File: src/rtl/irq_pkg.sv
`default_nettype none
// ============================================================================
// Module      : irq_pkg
// Description : Shared types and source IDs for the interrupt gateway.
// Revision    : 1.0 - initial release
// ============================================================================
package irq_pkg;

    typedef enum logic [1:0] {
        IDLE    = 2'd0,
        PENDING = 2'd1,
        CLAIMED = 2'd2
    } gw_state_e;

    // ID 0 is reserved by the PLIC to mean "no interrupt"
    localparam int IRQ_ID_NONE  = 0;
    localparam int IRQ_ID_AES   = 1;
    localparam int IRQ_ID_DMA   = 2;
    localparam int IRQ_ID_SPARE = 3;

endpackage
`default_nettype wire

File: src/rtl/irq_gateway_src.sv
`default_nettype none
// ============================================================================
// Module      : irq_gateway_src
// Description : One interrupt source: synchroniser, rising-edge detect,
//               saturating edge counter and IDLE/PENDING/CLAIMED FSM.
// Revision    : 1.0 - initial release
// ============================================================================
module irq_gateway_src
    import irq_pkg::*;
#(
    parameter int CNT_W       = 3,
    parameter int SYNC_STAGES = 2
) (
    input  logic clk_i,
    input  logic rst_i,
    input  logic src_i,
    input  logic edge_mode_i,
    input  logic claim_i,
    input  logic complete_i,
    input  logic ovf_clr_i,
    output logic pending_o,
    output logic claimed_o,
    output logic ovf_o
);

    localparam logic [CNT_W-1:0] c_CNT_MAX  = '1;
    localparam logic [CNT_W-1:0] c_CNT_ZERO = '0;
    localparam logic [CNT_W-1:0] c_CNT_ONE  = {{(CNT_W-1){1'b0}}, 1'b1};

    gw_state_e        r_state;
    logic             r_pending;
    logic             r_claimed;
    logic             r_s_prev;
    logic [CNT_W-1:0] r_cnt;
    logic             r_ovf;

    logic w_s;
    logic w_rise;
    logic w_inc;
    logic w_dec;
    logic w_sat;
    logic w_req;

    generate
        if (SYNC_STAGES == 0) begin : g_nosync
            assign w_s = src_i;
        end else begin : g_sync
            logic [SYNC_STAGES-1:0] r_sync;

            // Shift the raw line through the synchroniser chain
            always_ff @(posedge clk_i) begin
                if (rst_i) begin
                    r_sync <= '0;
                end else begin
                    r_sync[0] <= src_i;
                    for (int i = 1; i < SYNC_STAGES; i++) begin
                        r_sync[i] <= r_sync[i-1];
                    end
                end
            end

            assign w_s = r_sync[SYNC_STAGES-1];
        end
    endgenerate

    assign w_rise = w_s & ~r_s_prev;

    // A queued edge is consumed whenever an edge-mode source sits in IDLE
    assign w_dec = edge_mode_i && (r_state == IDLE) && (r_cnt != c_CNT_ZERO);

    // A new edge is banked when it cannot itself become the next request
    assign w_inc = edge_mode_i && w_rise && ((r_state != IDLE) || (r_cnt != c_CNT_ZERO));

    // Simultaneous consume+bank nets out, so overflow only on a pure increment
    assign w_sat = w_inc && !w_dec && (r_cnt == c_CNT_MAX);

    assign w_req = edge_mode_i ? (w_rise || (r_cnt != c_CNT_ZERO)) : w_s;

    // Edge history, banked-edge counter and sticky overflow flag
    always_ff @(posedge clk_i) begin
        if (rst_i) begin
            r_s_prev <= 1'b0;
            r_cnt    <= c_CNT_ZERO;
            r_ovf    <= 1'b0;
        end else begin
            r_s_prev <= w_s;
            if (!edge_mode_i) begin
                r_cnt <= c_CNT_ZERO;
            end else if (w_inc && !w_dec && !w_sat) begin
                r_cnt <= r_cnt + c_CNT_ONE;
            end else if (w_dec && !w_inc) begin
                r_cnt <= r_cnt - c_CNT_ONE;
            end
            if (w_sat) begin
                r_ovf <= 1'b1;
            end else if (ovf_clr_i) begin
                r_ovf <= 1'b0;
            end
        end
    end

    // Request lifecycle with registered pending/claimed outputs
    always_ff @(posedge clk_i) begin
        if (rst_i) begin
            r_state   <= IDLE;
            r_pending <= 1'b0;
            r_claimed <= 1'b0;
        end else begin
            case (r_state)
                IDLE: begin
                    if (w_req) begin
                        r_state   <= PENDING;
                        r_pending <= 1'b1;
                    end
                end
                PENDING: begin
                    if (claim_i) begin
                        r_state   <= CLAIMED;
                        r_pending <= 1'b0;
                        r_claimed <= 1'b1;
                    end
                end
                CLAIMED: begin
                    if (complete_i) begin
                        r_state   <= IDLE;
                        r_claimed <= 1'b0;
                    end
                end
                default: begin
                    r_state   <= IDLE;
                    r_pending <= 1'b0;
                    r_claimed <= 1'b0;
                end
            endcase
        end
    end

    assign pending_o = r_pending;
    assign claimed_o = r_claimed;
    assign ovf_o     = r_ovf;

endmodule
`default_nettype wire

File: src/rtl/irq_gateway.sv
`default_nettype none
// ============================================================================
// Module      : irq_gateway
// Description : Per-source interrupt gateway in front of the PLIC pending
//               inputs; decodes claim/complete IDs to per-source strobes.
// Revision    : 1.0 - initial release
// ============================================================================
module irq_gateway
    import irq_pkg::*;
#(
    parameter int NUM_SRC     = 3,
    parameter int ID_W        = 4,
    parameter int CNT_W       = 3,
    parameter int SYNC_STAGES = 2
) (
    input  logic               clk_i,
    input  logic               rst_i,
    input  logic [NUM_SRC-1:0] src_i,
    input  logic [NUM_SRC-1:0] edge_mode_i,
    input  logic               claim_valid_i,
    input  logic [ID_W-1:0]    claim_id_i,
    input  logic               complete_valid_i,
    input  logic [ID_W-1:0]    complete_id_i,
    input  logic [NUM_SRC-1:0] ovf_clr_i,
    output logic [NUM_SRC:0]   pending_o,
    output logic [NUM_SRC:0]   claimed_o,
    output logic [NUM_SRC-1:0] ovf_o
);

    logic [NUM_SRC-1:0] w_claim;
    logic [NUM_SRC-1:0] w_complete;
    logic [NUM_SRC-1:0] w_pending;
    logic [NUM_SRC-1:0] w_claimed;

    generate
        for (genvar k = 0; k < NUM_SRC; k++) begin : g_src
            // Source k+1 responds only to its own ID; 0 and out-of-range IDs match nothing
            assign w_claim[k]    = claim_valid_i    && (claim_id_i    == ID_W'(k + 1));
            assign w_complete[k] = complete_valid_i && (complete_id_i == ID_W'(k + 1));

            irq_gateway_src #(
                .CNT_W       (CNT_W),
                .SYNC_STAGES (SYNC_STAGES)
            ) u_src (
                .clk_i       (clk_i),
                .rst_i       (rst_i),
                .src_i       (src_i[k]),
                .edge_mode_i (edge_mode_i[k]),
                .claim_i     (w_claim[k]),
                .complete_i  (w_complete[k]),
                .ovf_clr_i   (ovf_clr_i[k]),
                .pending_o   (w_pending[k]),
                .claimed_o   (w_claimed[k]),
                .ovf_o       (ovf_o[k])
            );
        end
    endgenerate

    // Bit IRQ_ID_NONE is never requested
    assign pending_o = {w_pending, 1'b0};
    assign claimed_o = {w_claimed, 1'b0};

endmodule
`default_nettype wire

File: config.mk
export PLATFORM = sky130hd
export DESIGN_NAME = irq_gateway
export DESIGN_NICKNAME = d
export VERILOG_FILES = /design/src/rtl/irq_pkg.sv /design/src/rtl/irq_gateway_src.sv /design/src/rtl/irq_gateway.sv
export SDC_FILE = /design/constraint.sdc
export NUM_CORES = 1
export LEC_CHECK = 0
export BUFFER_PORTS_ARGS = -buffer_cell sky130_fd_sc_hd__buf_2
export CAP_MARGIN = 20
export CORE_MARGIN = 2
export CORE_UTILIZATION = 58
export CTS_BUF_LIST = sky130_fd_sc_hd__clkbuf_16
export CTS_CLUSTER_SIZE = 8
export DETAILED_ROUTE_END_ITERATION = 12
export GPL_TIMING_DRIVEN = 0
export PLACE_DENSITY = 0.83
export RECOVER_POWER = 25
export SETUP_SLACK_MARGIN = 0.3
export SLEW_MARGIN = 20
export SYNTH_ARGS = -nofsm -noshare
export SYNTH_HDL_FRONTEND = slang
export SYNTH_SLANG_ARGS = --single-unit
export TNS_END_PERCENT = 50
File: constraint.sdc
create_clock -name clk_i -period 2.96 [get_ports clk_i]
set_input_delay 0.592 -clock clk_i [delete_from_list [all_inputs] [get_ports clk_i]]
set_output_delay 0.592 -clock clk_i [all_outputs]
set_load 0.005 [all_outputs]
==> metrics.txt, run 1 <==
initial core utilization 0.608; Placed Area 1850 sq um; post-DP HPWL ~2300 microns; switching portion of total power 0.205; max cap viols 0; Yosys reg bits 33; die height 57.5 microns; gr busiest metal met2; port bufs 28; core area 2730 sq um; power per standard cell area approximately 560 nW/um^2; commonest cells after routing, fill and taps aside 33 x dfxtp_1, 28 x buf_2, 19 x nor2_1; Hold Path Class flip-flop to flip-flop; # diodes 0; Crit Path Max Fanout 5; GR Util met1 0.240; DR WL/cell between 10 and 15 microns; Tmin final 2080 ps; Worst-path clk slew 50 ps; Gate Count Post-Synth 183; post_cts resized 0; DIE AREA 3310 sq um; Cell variety after synth 46; critical path's largest stage delay 450 ps; Fillers 204; status finished, final reports clean; Max clock buf depth 2; H-tree Lvls 2; DRC errors left 0; met3 Use GR 0.0726; Row Count 19; final hold vios 0; YS warnings 0; vias in the first global route 1322; gr usage total 0.210; Pins Over Slew Limit 0; endpoints failing setup 0; DRT Pass-1 Iters 4; largest net degree at the start of global routing 11; Req. time, crit path 3130 ps; power share of the clock group 0.499; TritonCTS Buffers 5; Post-Syn Area 1660 sq um; Skew-Pair Late Insertion Delay 280 ps; setup_tns 0 ps; RSZ-0062 raised after global routing no; fin nets 243; CP startpoint kind primary input; Switch Pwr 0.000232 W; layout cells sized above 1 0.286; Flop pwr share 0.416; critical path endpoint category flip-flop; # IOs 32; detailed-route via count 1354; sequential-to-total area share from yosys stat 0.397; Peak VDD IR 535 uV; initial antenna violation count 0; CP cell instances buf_2 -> nand3b_1 -> nor3_2 -> inv_1 -> fa_1 -> mux2i_1 -> mux2_2; vias per std cell 5.39; Syn-to-layout area delta 20.8%; M2 GR Usage 0.354; Routed WL 3110 microns; clk_skew between 2 and 2.5 ps; Fmax roughly 480 MHz; syn_area_per_cell 9.09 sq um; initial DRC count 48; Root Buffer clkbuf_16; DRT antenna net count 0; CTS tree built; hold_buf cts 0; final worst path period share 0.701; crit path kind primary input to flip-flop; Crit path arrival time 2240 ps; RePlAce Congestion between 0.8 and 0.9; Slowest cell on crit path fa_1; static leakage roughly 0.8 nW; Clock Sink Count 33; commonest non-fill, non-tap cell in the layout dfxtp_1; die width about 58 microns; grt ovf 0; combinational power share 0.085; cell-internal power 0.000900 W; Post-CTS Setup Bufs 0; Final Cell Area 2010 sq um; first-pass GRT wire length 5340 microns
metrics by stage:
step           hold WS, ps  setup WS (ps)   util  total power [W]  std cells
6_report               433            884  0.735          0.00113        251
4_1_cts                433            901  0.735          0.00114        251
5_1_grt                444            796  0.735          0.00117        251
2_1_floorplan          414            864      -         0.000542        184
3_3_place_gp           418            672  0.675         0.000571        243
3_5_place_dp           422            614  0.675         0.000575        243
routing by layer:
metal | vias to the layer above | routed length, microns
met5 | - | 0
met2 | 37 | 1500
met1 | 619 | 1370
met4 | 0 | 53
li1 | 693 | -
met3 | 5 | 187
final timing paths:
kind                                      to  cells past startpoint  slack [ps]                       startpoint
max                  g_src[2].u_src.r_cnt[2]                      7         880                   edge_mode_i[2]
min          g_src[0].u_src.g_sync.r_sync[1]                      1         430  g_src[0].u_src.g_sync.r_sync[0]
max reg2reg          g_src[2].u_src.r_cnt[2]                      6         890          g_src[2].u_src.r_cnt[0]
min reg2reg  g_src[0].u_src.g_sync.r_sync[1]                      1         430  g_src[0].u_src.g_sync.r_sync[0]
synth_stat cells (all sizes together):
master	instances	area [sq um]
a21oi	14	70.1
a41oi	1	8.76
o21bai	1	7.51
mux2i	4	52.6
mux2	3	37.5
o31a	2	17.5
nand2b	7	43.8
nand2	7	26.3
o21ai	9	45.0
nor3	7	56.3
and3	6	48.8
nor4b	1	15.0
o211a	1	10.0
or3b	1	8.76
nand3b	6	45.0
dfxtp	33	661
a21boi	2	15.0
a22o	1	10.0
o22ai	1	6.26
and2	1	7.51
or3	1	11.3
nor2b	12	75.1
conb	1	3.75
clkbuf	3	11.3
a31oi	1	6.26
nor2	20	77.6
nor4	1	6.26
buf	11	82.6
fa	3	60.1
nor4bb	1	10.0
a32oi	2	17.5
nand3	1	5.00
o21a	1	7.51
nor3b	3	27.5
inv	11	41.3
o31ai	1	7.51
and4bb	1	12.5
o211ai	1	7.51
power groups by stage:
stage               clock, W  sequential (W)  combinational [W]
floorplan                  0        0.000477          0.0000647
CTS                 0.000576        0.000471          0.0000968
global route        0.000595        0.000472           0.000107
finish              0.000565        0.000472          0.0000963
detailed placement         0        0.000480          0.0000955
global placement           0        0.000479          0.0000918
worst max-delay path, delay by kind of cell:
kind,cells,cell delay (ps)
muxes,2,500
buffers and inverters,2,240
adders and majority gates,1,450
and+or+nand+nor,2,450
flip-flops by register name, indices dropped and copies added (netlist names):
signal,flops
g_src.u_src.r_cnt,9
g_src.u_src.g_sync.r_sync,6
g_src.u_src.r_state,6
g_src.u_src.claimed_o,3
g_src.u_src.ovf_o,3
g_src.u_src.pending_o,3
g_src.u_src.r_s_prev,3
kinds of logic after synthesis:
logic type | share of synthesized area
AND/OR/NAND/NOR | 0.287
AO/OA/AOI/OAI | 0.142
flip-flops | 0.397
buffers and inverters | 0.0813
multiplexers | 0.0542
adder cells (fa/ha/maj) | 0.0361
other | 0.00226
area by class of cell:
type | instances | area (sq um) | area share
multi-input cells | 126 | 871 | 0.434
clock buffers | 5 | 125 | 0.0623
inverters | 11 | 41.3 | 0.0206
clock inverters | 3 | 37.5 | 0.0187
repair buffers | 28 | 140 | 0.0698
plain buffers | 14 | 93.8 | 0.0467
well taps | 31 | 38.8 | 0.0193
flip-flops and latches | 33 | 661 | 0.329
No activity file was read; power rests on OpenSTA's default activity.
==> run 2: changes to the inputs <==
--- a/config.mk
+++ b/config.mk
@@ -8,12 +8,12 @@
 export BUFFER_PORTS_ARGS = -buffer_cell sky130_fd_sc_hd__buf_2
 export CAP_MARGIN = 20
 export CORE_MARGIN = 2
-export CORE_UTILIZATION = 58
+export CORE_UTILIZATION = 54
 export CTS_BUF_LIST = sky130_fd_sc_hd__clkbuf_16
 export CTS_CLUSTER_SIZE = 8
 export DETAILED_ROUTE_END_ITERATION = 12
 export GPL_TIMING_DRIVEN = 0
-export PLACE_DENSITY = 0.83
+export PLACE_DENSITY = 0.78
 export RECOVER_POWER = 25
 export SETUP_SLACK_MARGIN = 0.3
 export SLEW_MARGIN = 20
==> constraint.sdc (replaced) <==
create_clock -name clk_i -period 2 [get_ports clk_i]
set_input_delay 0.4 -clock clk_i [delete_from_list [all_inputs] [get_ports clk_i]]
set_output_delay 0.4 -clock clk_i [all_outputs]
set_load 0.005 [all_outputs]
==> metrics.txt, run 2 (same netlist as run 1, synthesis figures left out) <==
status finished, final reports clean (unchanged); crit path kind flip-flop to flip-flop (was primary input to flip-flop); fin nets 247 (was 243); CP startpoint kind flip-flop (was primary input); die width 59.5 microns (was 57.5 microns); Hold Path Class primary input to flip-flop (was flip-flop to flip-flop); DRT antenna net count 0 (unchanged); post-DP HPWL 2470 microns (was 2270 microns); Skew-Pair Late Insertion Delay 270 ps (was 280 ps); largest net degree at the start of global routing 11 (unchanged); DRT Pass-1 Iters 4 (unchanged); Biggest register g_src.u_src.r_cnt (unchanged); Root Buffer clkbuf_16 (unchanged); grt ovf 0 (unchanged); Req. time, crit path 2160 ps (was 3130 ps); max_slew headroom 0.652; biggest regs g_src.u_src.r_cnt x9, g_src.u_src.g_sync.r_sync x6, g_src.u_src.r_state x6 (unchanged); FF-to-FF Start g_src[1].u_src.r_s_prev (was g_src[2].u_src.r_cnt[0]); Fmax 570 MHz; RSZ-0062 raised after global routing yes (was no); Setup crit end g_src[1].u_src.r_cnt[2] (was g_src[2].u_src.r_cnt[2]); critical path endpoint category flip-flop (unchanged); Crit. Startpoint g_src[1].u_src.r_s_prev (was edge_mode_i[2]); TritonCTS Buffers 5 (unchanged); layout cells sized above 1 0.381 (was 0.286); initial antenna violation count 0 (unchanged); worst hold start src_i[0] (was g_src[0].u_src.g_sync.r_sync[0]); port bufs 28 (unchanged); Routed WL 3380 microns (was 3110 microns); power per standard cell area 743 nW/um^2 (was 564 nW/um^2); Fillers 254 (was 204); vias in the first global route 1396 (was 1322); die height 59.5 microns (was 57.5 microns); Crit Path Max Fanout 3 (was 5); clk_skew 4.29 ps (was 2.15 ps); Reg-to-Reg End g_src[1].u_src.r_cnt[2] (was g_src[2].u_src.r_cnt[2]); endpoints failing setup 0 (unchanged); # diodes 0 (unchanged); commonest non-fill, non-tap cell in the layout buf_2 (was dfxtp_1); Tmin final 1750 ps; Max clock buf depth 2 (unchanged); Row Count 20 (was 19); first-pass GRT wire length 5650 microns (was 5340 microns); CTS tree built (unchanged); Pins Over Slew Limit 0 (unchanged); detailed-route via count 1393 (was 1354); Crit path arrival time 1910 ps (was 2240 ps); R2R cell count 6 (unchanged); vias per std cell 5.44 (was 5.39); Peak VDD IR 617 uV (was 535 uV); Power Total 0.00154 W (was 0.00113 W); Worst-path clk slew 50 ps (about the same); core area 2980 sq um (was 2730 sq um); R2R Setup Slk 250 ps (was 890 ps); # IOs 32 (unchanged); WHS 337 ps (was 433 ps); Syn-to-layout area delta 24.8% (was 20.8%); Final Util 0.697 (was 0.735); commonest cells after routing, fill and taps aside 28 x buf_2, 24 x dfxtp_1, 18 x nor2_1 (was 33 x dfxtp_1, 28 x buf_2, 19 x nor2_1); RePlAce Congestion 0.811 (was 0.819); final hold vios 0 (unchanged); initial DRC count 44 (was 48); hold_buf cts 0 (unchanged); DIE AREA 3540 sq um (was 3310 sq um); initial core utilization 0.558 (was 0.608); static leakage 0.822 nW (was 0.815 nW); max reg flops 9 (unchanged); DR WL/cell 13.2 microns (was 12.4 microns); max cap viols 0 (unchanged); gr usage total 0.216 (was 0.210); Tightest Pin Transition between 500 and 600 ps; Clock Sink Count 33 (unchanged); H-tree Lvls 2 (unchanged); final worst path period share 0.877; DRC errors left 0 (unchanged)
[run 2: worst min path at each step]
| stage | end | slack [ps] | cells after the start |
|---|---|---|---|
| after floorplan | g_src[0].u_src.g_sync.r_sync[1] | 410 | 1 |
| after global placement | g_src[1].u_src.g_sync.r_sync[1] | 420 | 1 |
| after detailed placement | g_src[0].u_src.g_sync.r_sync[1] | 440 | 1 |
| after CTS | g_src[0].u_src.g_sync.r_sync[0] | 340 | 2 |
| after global routing | g_src[1].u_src.g_sync.r_sync[0] | 360 | 2 |
| final | g_src[0].u_src.g_sync.r_sync[0] | 340 | 2 |
[run 2: worst max-delay path, cell delays in order (launching register included)]
cell and delay [ps]:
dfxtp_1 300, nand2b_1 220, nor2_2 140, nand3b_1 100
fa_2 370, mux2i_4 200, mux2_4 300
[run 2: power by group]
part | internal, W | switching, W | total (W) | leakage, nW
logic | 0.0000776 | 0.0000709 | 0.000149 | 0.481
clock network | 0.000443 | 0.000252 | 0.000695 | 0.0685
registers | 0.000680 | 0.0000186 | 0.000699 | 0.273
[run 2: metal layers]
layer  GRT usage  vias to the layer above  share of wire
met2       0.391                       39           0.51
met3      0.0677                        7          0.058
met1       0.228                      643           0.41
met5           0                        -              0
met4      0.0921                        0          0.017
li1            -                      704              -
[run 2: per-stage QoR]
step	instance area (sq um)	setup TNS (ps)	cells	setup WS [ps]
after floorplan	1670	0	184	185
after global placement	1850	-7.93	245	-7.93
after detailed placement	1850	-60.4	245	-60.4
after CTS	2050	0	256	235
after global routing	2070	0	256	165
final	2070	0	256	246
[run 2: what timing repair did]
action | in CTS | in global routing
endpoints found under the hold margin | 0 | 0
setup endpoints to repair | 5 | 4
resized for setup | 12 | 12
buffers inserted | 4 | 0
pin swaps | 2 | 1
[run 2: final cells by class]
class / count / area, sq um / area share
multi-input cells: 126 / 918 / 0.443
flip-flops and latches: 33 / 677 / 0.326
repair buffers: 32 / 170 / 0.0820
clock buffers: 5 / 125 / 0.0603
plain buffers: 14 / 93.8 / 0.0452
inverters: 11 / 41.3 / 0.0199
well taps: 33 / 41.3 / 0.0199
clock inverters: 2 / 7.51 / 0.00362
==> run 3: changes to the inputs <==
--- a/config.mk
+++ b/config.mk
@@ -5,15 +5,16 @@
 export SDC_FILE = /design/constraint.sdc
 export NUM_CORES = 1
 export LEC_CHECK = 0
+export ABC_AREA = 1
 export BUFFER_PORTS_ARGS = -buffer_cell sky130_fd_sc_hd__buf_2
 export CAP_MARGIN = 20
 export CORE_MARGIN = 2
-export CORE_UTILIZATION = 54
+export CORE_UTILIZATION = 55
 export CTS_BUF_LIST = sky130_fd_sc_hd__clkbuf_16
 export CTS_CLUSTER_SIZE = 8
 export DETAILED_ROUTE_END_ITERATION = 12
 export GPL_TIMING_DRIVEN = 0
-export PLACE_DENSITY = 0.78
+export PLACE_DENSITY = 0.79
 export RECOVER_POWER = 25
 export SETUP_SLACK_MARGIN = 0.3
 export SLEW_MARGIN = 20
==> metrics.txt, run 3 <==
Biggest register g_src.u_src.r_cnt (unchanged); DRT Pass-1 Iters 4 (unchanged); Hold Path Class primary input to flip-flop (unchanged); Post-Syn Area 1760 sq um (was 1660 sq um); gr usage total 0.185 (was 0.216); pre-CTS setup slack 237 ps (was -60.4 ps); Req. time, crit path 2160 ps (about the same); critical path endpoint category flip-flop (unchanged); Fmax 627 MHz (was 570 MHz); Tmin final 1590 ps (was 1750 ps); commonest cells after routing, fill and taps aside 48 x nand2_1, 42 x nor2_1, 42 x inv_1 (was 28 x buf_2, 24 x dfxtp_1, 18 x nor2_1); RePlAce Congestion 0.844 (was 0.811); Yosys reg bits 33 (unchanged); Syn-to-layout area delta 20.0% (was 24.8%); fin nets 320 (was 247); # diodes 0 (unchanged); clk_skew 6.36 ps (was 4.29 ps); WHS 332 ps (was 337 ps); Slowest cell on crit path fa_1 (was fa_2); layout cells sized above 1 0.220 (was 0.381); critical path's largest stage delay 440 ps (was 370 ps); H-tree Lvls 2 (unchanged); asr flop ratio synth 0 (unchanged); Yosys top cell by area dfxtp_1 (unchanged); die height 60.5 microns (was 59.5 microns); initial antenna violation count 0 (unchanged); Skew-Pair Late Insertion Delay 270 ps (about the same); grt ovf 0 (unchanged); final hold vios 0 (unchanged); biggest regs g_src.u_src.r_cnt x9, g_src.u_src.g_sync.r_sync x6, g_src.u_src.r_state x6 (unchanged); Root Buffer clkbuf_16 (unchanged); Peak VDD IR 556 uV (was 617 uV); initial DRC count 71 (was 44); syn_area_per_cell 6.80 sq um (was 9.09 sq um); status finished, final reports clean (unchanged); endpoints failing setup 0 (unchanged); final worst path period share 0.797 (was 0.877); Crit Path Max Fanout 4 (was 3); core area 3050 sq um (was 2980 sq um); DIE AREA 3660 sq um (was 3540 sq um); Row Count 20 (unchanged); RSZ-0062 raised after global routing yes (unchanged); Worst-path clk slew 50 ps (about the same); detailed-route via count 1596 (was 1393); max reg flops 9 (unchanged); commonest non-fill, non-tap cell in the layout nand2_1 (was buf_2); synth cell count leaders 48 x nand2_1, 42 x nor2_1, 41 x inv_1 (was 33 x dfxtp_1, 19 x nor2_1, 14 x a21oi_1); # IOs 32 (unchanged); TritonCTS Buffers 5 (unchanged); number of synthesized flops with an enable pin 0 (unchanged); most common cell in the synthesized netlist nand2_1 (was dfxtp_1); DRC errors left 0 (unchanged); CTS tree built (unchanged); DR WL/cell 9.35 microns (was 13.2 microns); static leakage 1.03 nW (was 0.822 nW); first-pass GRT wire length 5070 microns (was 5650 microns); largest net degree at the start of global routing 11 (unchanged); synth top area cells dfxtp_1 38%, nand2_1 10%, nor2_1 9.0% (was dfxtp_1 40%, buf_4 5.0%, nor2b_1 4.5%); CP startpoint kind flip-flop (unchanged); Max clock buf depth 2 (unchanged); initial core utilization 0.575 (was 0.558); crit path buf inv count 1 (was 0); vias in the first global route 1305 (was 1396); Routed WL 3180 microns (was 3380 microns); Clock Sink Count 33 (unchanged); top cell type's share of synthesized area 0.376 (was 0.397); max cap viols 0 (unchanged); vias per std cell 4.69 (was 5.44); post-DP HPWL 2350 microns (was 2470 microns); crit path kind flip-flop to flip-flop (unchanged); power per standard cell area 1030 nW/um^2 (was 743 nW/um^2); setup_tns 0 ps (unchanged); final worst slack 405 ps (was 246 ps); die width 60.5 microns (was 59.5 microns); CP cell instances nand2_2 -> nor2_4 -> nand3_4 -> fa_1 -> inv_1 -> nand3_1 -> a21oi_1 -> nor2_1 (was nand2b_1 -> nor2_2 -> nand3b_1 -> fa_2 -> mux2i_4 -> mux2_4); Gate Count Post-Synth 258 (was 183); Cell variety after synth 19 (was 46); DRT antenna net count 0 (unchanged); Crit path arrival time 1760 ps (was 1910 ps); Pins Over Slew Limit 0 (unchanged); top_reg_cell synth dfxtp_1 (unchanged); delay-heaviest family, CP simple AND/OR/NAND/NOR gates (was multiplexers); sequential-to-total area share from yosys stat 0.376 (was 0.397); YS warnings 0 (unchanged); port bufs 28 (unchanged)
==> run 3: changes by cell type after synthesis, sizes merged, moves of 4 or more <==
cell / previous run / this run
and3: 6 / 0
o21ai: 9 / 5
a21oi: 14 / 22
inv: 11 / 41
nand3: 1 / 30
mux2i: 4 / 0
nand2: 7 / 54
nor3: 7 / 0
nor2b: 12 / 0
nor2: 20 / 49
nand3b: 6 / 2
nand2b: 7 / 0
==> run 3: worst paths after layout <==
kind	startpoint	end	slack, ps	cells past startpoint
setup reg to reg	g_src[2].u_src.g_sync.r_sync[1]	g_src[2].u_src.r_cnt[2]	410	8
hold reg to reg	g_src[0].u_src.g_sync.r_sync[0]	g_src[0].u_src.g_sync.r_sync[1]	400	2
setup / recovery	g_src[2].u_src.g_sync.r_sync[1]	g_src[2].u_src.r_cnt[2]	410	8
hold / removal	src_i[0]	g_src[0].u_src.g_sync.r_sync[0]	330	3
==> run 3: kinds of logic (layout without fill, tap and decap cells) <==
group	count (synthesis)	count (layout)	share of synthesized area
compound gates	28	28	0.0813
flops	33	33	0.376
other cells	1	2	0.00214
fa+ha+maj	3	3	0.0342
buf+inv	55	92	0.145
simple gates	138	138	0.361
==> run 3: power breakdown <==
group	total [W]	switching (W)	internal, W
Sequential	0.000839	0.0000763	0.000763
Combinational	0.000642	0.000368	0.000274
Clock	0.000683	0.000240	0.000443
==> run 3: routing by layer <==
metal | wire length [microns] | track usage | vias to the layer above
met3 | 162 | 0.0704 | 2
li1 | - | - | 873
met5 | 0 | 0 | -
met2 | 1470 | 0.286 | 40
met4 | 10 | 0.0528 | 0
met1 | 1540 | 0.242 | 681
==> run 3: timing repair <==
action                                  in CTS  in global routing
endpoints found under the setup margin       0                  2
gates resized for setup                      0                  4
hold buffers                                 0                  0
setup buffers                                0                  2
==> run 3: stage by stage <==
step           area [sq um]  utilization  power, W  cells
2_1_floorplan          1760            -   0.00133    259
3_3_place_gp           1950        0.640   0.00147    331
5_1_grt                2110        0.690   0.00232    340
6_report               2110        0.690   0.00216    340
3_5_place_dp           1950        0.640   0.00148    331
4_1_cts                2090        0.684   0.00217    338
==> run 3: cell type report <==
cell class	count	area [sq um]
clock inverters	2	7.51
repair buffers	30	155
plain buffers	14	93.8
clock buffers	5	125
inverters	41	154
fillers	265	947
multi-input cells	171	851
flip-flops and latches	33	664
well taps	44	55.1
==> run 3: tightest hold or removal path: cells and delay by family <==
kind | cells | cell delay [ps]
buf+inv | 2 | 100
simple gates | 1 | 60
